`config.mk`:
```
export PLATFORM = sky130hd
export DESIGN_NAME = img_rsz_blk_avg
export DESIGN_NICKNAME = d
export VERILOG_FILES = /design/src/rtl/img_rsz_blk_avg_pkg.sv /design/src/rtl/img_rsz_blk_avg_pos_cnt.sv /design/src/rtl/img_rsz_blk_avg.sv
export SDC_FILE = /design/constraint.sdc
export NUM_CORES = 2
export LEC_CHECK = 0
export ABC_AREA = 1
export CAP_MARGIN = 5
export CORE_UTILIZATION = 50
export CTS_BUF_LIST = sky130_fd_sc_hd__clkbuf_8
export DETAILED_ROUTE_END_ITERATION = 12
export PLACE_DENSITY = 0.72
export SLEW_MARGIN = 20
export SYNTH_ARGS = -nofsm -noshare
export SYNTH_HDL_FRONTEND = slang
export SYNTH_SLANG_ARGS = --single-unit
```
`constraint.sdc`:
```
create_clock -name Clk -period 15.4 [get_ports Clk]
set_input_delay 3.08 -clock Clk [delete_from_list [all_inputs] [get_ports Clk]]
set_output_delay 3.08 -clock Clk [all_outputs]
set_load 0.02 [all_outputs]
```
`src/rtl/img_rsz_blk_avg_pkg.sv`:
```
// Shared types and sizes for the resizer block-average engine.
// Latency: n/a (types, constants and pure helper functions only).
// Backpressure: n/a.
package ImgRszPkg;

  localparam int PXL_PRIM_COLOR_W    = 8;
  localparam int PXL_PRIM_COLOR_NUM  = 3;
  localparam int RSZ_IMG_WIDTH_SIZE  = 32;
  localparam int RSZ_IMG_HEIGHT_SIZE = 32;
  localparam int BLK_WIDTH_MAX_SZ_W  = 5;
  localparam int BLK_HEIGHT_MAX_SZ_W = 5;

  localparam int RSZ_W_IDX_W      = $clog2(RSZ_IMG_WIDTH_SIZE);
  localparam int RSZ_H_IDX_W      = $clog2(RSZ_IMG_HEIGHT_SIZE);
  // Source coordinates must cover the largest image: resized size times max block size.
  localparam int IMG_WIDTH_IDX_W  = RSZ_W_IDX_W + BLK_WIDTH_MAX_SZ_W;
  localparam int IMG_HEIGHT_IDX_W = RSZ_H_IDX_W + BLK_HEIGHT_MAX_SZ_W;
  // Wide enough for a full block of maximum-valued pixels without overflow.
  localparam int BLK_ACC_W        = PXL_PRIM_COLOR_W + BLK_WIDTH_MAX_SZ_W + BLK_HEIGHT_MAX_SZ_W;
  localparam int SHIFT_W          = 4;

  typedef logic [PXL_PRIM_COLOR_NUM-1:0][PXL_PRIM_COLOR_W-1:0] FcRszPxlData_t;
  typedef logic [PXL_PRIM_COLOR_NUM-1:0][BLK_ACC_W-1:0]        BlkAccData_t;

  // floor(log2(v)); a zero size returns 0, matching the "0 means 1" block-size guard.
  function automatic logic [SHIFT_W-1:0] floorLog2(input logic [7:0] v);
    logic [SHIFT_W-1:0] r;
    r = '0;
    for (int i = 0; i < 8; i++) begin
      if (v[i]) r = SHIFT_W'(i);
    end
    return r;
  endfunction

  // Divide a block sum by 2^sh and keep the low colour bits.
  function automatic logic [PXL_PRIM_COLOR_W-1:0] avgTrunc(input logic [BLK_ACC_W-1:0] s,
                                                           input logic [SHIFT_W-1:0]   sh);
    logic [BLK_ACC_W-1:0] t;
    t = s >> sh;
    return t[PXL_PRIM_COLOR_W-1:0];
  endfunction

endpackage

```
`src/rtl/img_rsz_blk_avg_pos_cnt.sv`:
```
// Block position tracker: where each accepted pixel sits inside its block and in the resized grid.
// Latency: flags are combinational on the current pixel; counters step on the accepting edge.
// Backpressure: advances only on an input handshake, so a stalled stream freezes the position.
module img_rsz_blk_pos_cnt
  import ImgRszPkg::*;
(
  input  logic                           Clk,
  input  logic                           Reset,
  input  logic                           InHsk,
  input  logic [IMG_WIDTH_IDX_W-1:0]     PxlX,
  input  logic [IMG_HEIGHT_IDX_W-1:0]    PxlY,
  input  logic [BLK_WIDTH_MAX_SZ_W-1:0]  BlkSzHor,
  input  logic [BLK_HEIGHT_MAX_SZ_W-1:0] BlkSzVer,
  output logic [RSZ_W_IDX_W-1:0]         BlkCol,
  output logic [RSZ_H_IDX_W-1:0]         BlkRow,
  output logic                           BlkFirst,
  output logic                           BlkDone,
  output logic                           LastBlk
);

  localparam logic [BLK_WIDTH_MAX_SZ_W-1:0]  HOR_ONE  = BLK_WIDTH_MAX_SZ_W'(1);
  localparam logic [BLK_HEIGHT_MAX_SZ_W-1:0] VER_ONE  = BLK_HEIGHT_MAX_SZ_W'(1);
  localparam logic [RSZ_W_IDX_W-1:0]         COL_ONE  = RSZ_W_IDX_W'(1);
  localparam logic [RSZ_H_IDX_W-1:0]         ROW_ONE  = RSZ_H_IDX_W'(1);
  localparam logic [RSZ_W_IDX_W-1:0]         COL_LAST = RSZ_W_IDX_W'(RSZ_IMG_WIDTH_SIZE - 1);
  localparam logic [RSZ_H_IDX_W-1:0]         ROW_LAST = RSZ_H_IDX_W'(RSZ_IMG_HEIGHT_SIZE - 1);

  logic [BLK_WIDTH_MAX_SZ_W-1:0]  InBlkXQ, InBlkX, HorLast;
  logic [BLK_HEIGHT_MAX_SZ_W-1:0] InBlkYQ, InBlkY, VerLast;
  logic [RSZ_W_IDX_W-1:0]         BlkColQ;
  logic [RSZ_H_IDX_W-1:0]         BlkRowQ;
  logic                           Resync, HorEnd, VerEnd, ColEnd, RowEnd;

  // Effective position of the current pixel, with the origin resync applied, and block flags
  always_comb begin
    Resync   = InHsk && (PxlX == '0) && (PxlY == '0);
    HorLast  = (BlkSzHor == '0) ? '0 : BlkSzHor - HOR_ONE;
    VerLast  = (BlkSzVer == '0) ? '0 : BlkSzVer - VER_ONE;
    InBlkX   = Resync ? '0 : InBlkXQ;
    InBlkY   = Resync ? '0 : InBlkYQ;
    BlkCol   = Resync ? '0 : BlkColQ;
    BlkRow   = Resync ? '0 : BlkRowQ;
    HorEnd   = (InBlkX == HorLast);
    VerEnd   = (InBlkY == VerLast);
    ColEnd   = (BlkCol == COL_LAST);
    RowEnd   = (BlkRow == ROW_LAST);
    BlkFirst = (InBlkX == '0) && (InBlkY == '0);
    BlkDone  = HorEnd && VerEnd;
    LastBlk  = BlkDone && ColEnd && RowEnd;
  end

  // Raster-order advance: pixel-in-block, then block column, then line-in-block, then block row
  always_ff @(posedge Clk) begin
    if (Reset) begin
      InBlkXQ <= '0;
      InBlkYQ <= '0;
      BlkColQ <= '0;
      BlkRowQ <= '0;
    end else if (InHsk) begin
      InBlkXQ <= InBlkX + HOR_ONE;
      InBlkYQ <= InBlkY;
      BlkColQ <= BlkCol;
      BlkRowQ <= BlkRow;
      if (HorEnd) begin
        InBlkXQ <= '0;
        BlkColQ <= BlkCol + COL_ONE;
        if (ColEnd) begin
          InBlkYQ <= InBlkY + VER_ONE;
          if (VerEnd) begin
            InBlkYQ <= '0;
            BlkRowQ <= BlkRow + ROW_ONE;
          end
        end
      end
    end
  end

endmodule

```
`src/rtl/img_rsz_blk_avg.sv`:
```
// Resizer compute engine: averages each BlkSzHor x BlkSzVer block into one resized pixel.
// Latency: 1 cycle from the last pixel of a block to RszPxlVld.
// Backpressure: single output register; PxlRdy_d1 = ~RszPxlVld | RszPxlRdy (pass-through ready).
module img_rsz_blk_avg
  import ImgRszPkg::*;
(
  input  logic                           Clk,
  input  logic                           Reset,
  input  FcRszPxlData_t                  PxlData_d1,
  input  logic [IMG_WIDTH_IDX_W-1:0]     PxlX_d1,
  input  logic [IMG_HEIGHT_IDX_W-1:0]    PxlY_d1,
  input  logic                           PxlVld_d1,
  output logic                           PxlRdy_d1,
  input  logic [BLK_WIDTH_MAX_SZ_W-1:0]  BlkSzHor,
  input  logic [BLK_HEIGHT_MAX_SZ_W-1:0] BlkSzVer,
  output FcRszPxlData_t                  RszPxlData,
  output logic [RSZ_W_IDX_W-1:0]         RszPxlX,
  output logic [RSZ_H_IDX_W-1:0]         RszPxlY,
  output logic                           RszPxlVld,
  input  logic                           RszPxlRdy,
  output logic                           FwdRszEn
);

  logic                   InHsk;
  logic [RSZ_W_IDX_W-1:0] BlkCol;
  logic [RSZ_H_IDX_W-1:0] BlkRow;
  logic                   BlkFirst, BlkDone, LastBlk;
  logic [SHIFT_W-1:0]     Shift;
  logic                   RszLast;
  BlkAccData_t            AccSum;
  // One running sum per block column; only one block row is open at a time.
  BlkAccData_t            Acc [RSZ_IMG_WIDTH_SIZE];

  img_rsz_blk_pos_cnt uPosCnt (
    .Clk      (Clk),
    .Reset    (Reset),
    .InHsk    (InHsk),
    .PxlX     (PxlX_d1),
    .PxlY     (PxlY_d1),
    .BlkSzHor (BlkSzHor),
    .BlkSzVer (BlkSzVer),
    .BlkCol   (BlkCol),
    .BlkRow   (BlkRow),
    .BlkFirst (BlkFirst),
    .BlkDone  (BlkDone),
    .LastBlk  (LastBlk)
  );

  // Handshakes, divider shift and the last-pixel release pulse
  always_comb begin
    PxlRdy_d1 = ~RszPxlVld | RszPxlRdy;
    InHsk     = PxlVld_d1 & PxlRdy_d1;
    Shift     = floorLog2(8'(BlkSzHor)) + floorLog2(8'(BlkSzVer));
    FwdRszEn  = RszPxlVld & RszPxlRdy & RszLast;
  end

  // Block sum including the current pixel; the first pixel of a block restarts the sum
  always_comb begin
    for (int c = 0; c < PXL_PRIM_COLOR_NUM; c++) begin
      AccSum[c] = (BlkFirst ? '0 : Acc[BlkCol][c]) + BLK_ACC_W'(PxlData_d1[c]);
    end
  end

  // Accumulator write-back; contents are always overwritten before first use, so no reset
  always_ff @(posedge Clk) begin
    if (InHsk) begin
      Acc[BlkCol] <= AccSum;
    end
  end

  // Output register: load on block completion, hold until accepted
  always_ff @(posedge Clk) begin
    if (Reset) begin
      RszPxlData <= '0;
      RszPxlX    <= '0;
      RszPxlY    <= '0;
      RszPxlVld  <= 1'b0;
      RszLast    <= 1'b0;
    end else if (InHsk && BlkDone) begin
      for (int c = 0; c < PXL_PRIM_COLOR_NUM; c++) begin
        RszPxlData[c] <= avgTrunc(AccSum[c], Shift);
      end
      RszPxlX   <= BlkCol;
      RszPxlY   <= BlkRow;
      RszPxlVld <= 1'b1;
      RszLast   <= LastBlk;
    end else if (RszPxlRdy) begin
      RszPxlVld <= 1'b0;
    end
  end

endmodule

```
==> flow_metrics.py <==
metrics = {
    "status": {
        "status": "finished clean",
    },
    "floorplan": {
        "core_region_area_um2": 150000,
        "die_area_um2": 152000,
        "initial_core_util_pct": 50.3,
        "die_h_um": 390,
        "rows": 142,
        "die_w_um": 390,
        "io_pins": 95,
    },
    "worst_setup_path": {
        "cp_common_cell": "nand2_1",
        "required_ns": 16.28,
        "cp.arrival_ns": 12.33,
        "worst_path_max_delay_cell": "inv_8",
        "cp_slowest_stage_delay_ns": 0.85,
        "cp-end-kind": "flip-flop",
        "cp_max_fo": 132,
        "crit_type": "primary input to flip-flop",
        "start_kind": "primary input",
        "rr_startpoint": "RszPxlVld",
        "startpoint": "RszPxlRdy",
    },
    "yosys": {
        "yosys_warnings": 0,
        "yosysMostFrequentCell": "nand2_1",
        "synth_edf_count": 1728,
        "async_flop_share_pct": 0,
        "synth_nets": 6581,
        "ys_seq_area_share_pct": 70.4,
        "yosysUniqueCellTypes": 55,
        "avgSynthCellArea_um2": 11.6,
        "syn-cell-area_um2": 75300,
        "syn_inst": 6479,
        "synth_top_area_share_pct": 68.9,
        "synth_commonest_cells": "nand2_1, edfxtp_1, nand3_1, a21oi_1, nor2_1",
        "synthTopCellsByArea": "edfxtp_1, nand2_1, nand3_1, a21oi_1, dfxtp_1",
        "ys_seq_elements": 1784,
        "yosysTopAreaCell": "edfxtp_1",
        "synth_ff_type": "edfxtp_1",
    },
    "finish": {
        "area_delta_synth_final_pct": 10.5,
        "fin_area_um2": 83200,
        "fill_cells": 12220,
        "fin_util_pct": 55.6,
        "drive_gt1_share_pct": 8.78,
        "fin_cells": 8812,
        "num-nets-final": 6697,
    },
    "route": {
        "first_pass_iters": 7,
        "drtIter0Drc": 7607,
        "ant_nets": 0,
        "highest_layer": "met5",
        "wl_met2_mm": 102,
        "wire_per_inst_um": 26.0,
        "drc_errors": 0,
        "wl_met3_mm": 30.3,
        "dr_total_vias": 53918,
        "met1Wirelength_mm": 84.0,
        "wl_mm": 229,
        "vias_per_cell": 6.12,
    },
    "pwr": {
        "p_sw_share_pct": 26.8,
        "p_seq_share_pct": 53.8,
        "power.leakage_nw": 30.4,
        "intPower_w": 0.00791,
        "p_comb_share_pct": 12.7,
        "pwr-share-clk_pct": 33.5,
        "ir_worst_vdd_uv": 104,
        "powerDensity_nw_per_um2": 130,
        "p_switching_w": 0.00289,
    },
    "clock_network": {
        "cts_tree": "built",
        "clock_latency_ns": 1.02,
        "ctsRootBufferMaster": "clkbuf_8",
        "cts_buffers": 293,
        "cts.sinks": 1784,
        "post_cts_resize_count": 0,
        "post-cts-setup-buffers": 0,
        "htree_levels": 5,
        "hold_buffers": 0,
        "cts_buffer_depth": 4,
        "clk_pin_slew_ns": 0.06,
    },
    "run": {
        "drv_cap": 0,
    },
    "place": {
        "place.gp.congestion": 0.914,
        "place_area_um2": 78300,
        "io_buffers": 94,
        "place_hpwl_mm": 124,
        "dp.cells": 8316,
    },
    "sta": {
        "max_freq_mhz": 87.3,
        "worst-slew-pin-transition_ns": 1.18,
        "finalCritPeriodShare_pct": 74.4,
        "drv_slew": 0,
        "finalClockSkew_ns": 0.0777,
        "setup_tns_ns": 0,
        "maxSlewHeadroom_pct": 21.2,
        "period_minus_slack_ns": 11.45,
        "final_hold_viol_count": 0,
        "hold_slack_ns": 0.471,
        "setup_violations": 0,
        "rsz0062_at_grt": "no",
    },
    "global_routing": {
        "grt_pass1_vias": 51121,
        "grt_pass1_wl_mm": 333,
        "antenna_found_initial": 8,
        "grt_max_degree": 189,
        "grt_use_total_pct": 29.8,
        "grt.overflow.total": 0,
    },
    "hold_path": {
        "min_from": "RszLast",
        "hold_class": "flip-flop to flip-flop",
    },
}
==> power groups by stage <==
stage	logic, W	registers, W	clock network, W
after global placement	0.00130	0.00591	0
after floorplan	0.000835	0.00591	0
after CTS	0.00135	0.00582	0.00363
after global routing	0.00149	0.00582	0.00383
final	0.00138	0.00581	0.00361
after detailed placement	0.00135	0.00592	0
==> path summary, 6_finish.rpt <==
path                    endpoint  slack [ns]  cells after the start
setup / recovery  RszPxlData[14]        3.95                     34
hold / removal           RszLast        0.47                      2
setup reg to reg  RszPxlData[14]        6.15                     32
hold reg to reg          RszLast        0.47                      2
==> sequential cells by signal (all words and copies together), names as in the netlist <==
signal,flops
uPosCnt.InBlkXQ,5
RszPxlVld,1
RszLast,1
RszPxlX,5
RszPxlData,24
uPosCnt.BlkColQ,5
Acc,1728
uPosCnt.InBlkYQ,5
RszPxlY,5
uPosCnt.BlkRowQ,5
==> metal layers <==
metal | vias up | track usage (%)
met1 | 25984 | 40.6
met5 | - | 0
met2 | 3793 | 45.1
met3 | 739 | 6.80
met4 | 8 | 15.4
li1 | 23394 | -
==> through the flow <==
stage	total power, W	setup WS [ns]
after global placement	0.00722	3.59
final	0.0108	3.95
after global routing	0.0111	3.53
after detailed placement	0.00726	3.41
after floorplan	0.00675	6.72
after CTS	0.0108	4.41
==> placed cells by master, fill, tap and decap left out, types with 11 or more instances in the layout <==
cell type / instances
a211oi_1: 12
a21oi_1: 291
a221oi_1: 31
a31o_2: 13
a31oi_1: 18
a32o_1: 76
a32oi_1: 72
buf_4: 127
clkbuf_8: 301
clkdlybuf4s50_1: 94
clkinv_1: 53
clkinv_2: 26
dfxtp_1: 55
edfxtp_1: 1728
ha_1: 39
inv_1: 274
inv_2: 12
nand2_1: 2080
nand3_1: 948
nand4_1: 24
nor2_1: 153
nor2_2: 11
nor2_4: 35
o2111ai_1: 16
o211ai_1: 11
o21ai_0: 92
o22ai_1: 20
o311ai_0: 11
or2_2: 15
xor2_2: 12
==> logic make-up after synthesis <==
group	after synthesis	synth area share [%]
flip-flops	1784	70.4
multiplexers	3	0.0399
AO/OA/AOI/OAI	718	6.36
AND/OR/NAND/NOR	3306	18.4
adder cells (fa/ha/maj)	44	0.771
XOR/XNOR	32	0.372
buffers and inverters	592	3.65
==> final cells by class <==
type | count | area [um^2] | share of cell area [%]
clock inverter | 191 | 773 | 0.929
inverter | 187 | 732 | 0.880
sequential | 1784 | 53000 | 63.7
timing repair buffer | 226 | 1990 | 2.40
multi-input combinational | 4103 | 20000 | 24.1
clock buffer | 301 | 4140 | 4.98
antenna | 4 | 10.0 | 0.0120
tap | 2016 | 2520 | 3.03
==> worst max-delay path, delay by kind of cell <==
kind / cells / cell delay [ns]
compound gates: 5 / 1.44
fa+ha+maj: 1 / 0.34
buf+inv: 5 / 2.58
simple gates: 23 / 4.70
No activity file was read; power rests on OpenSTA's default activity.
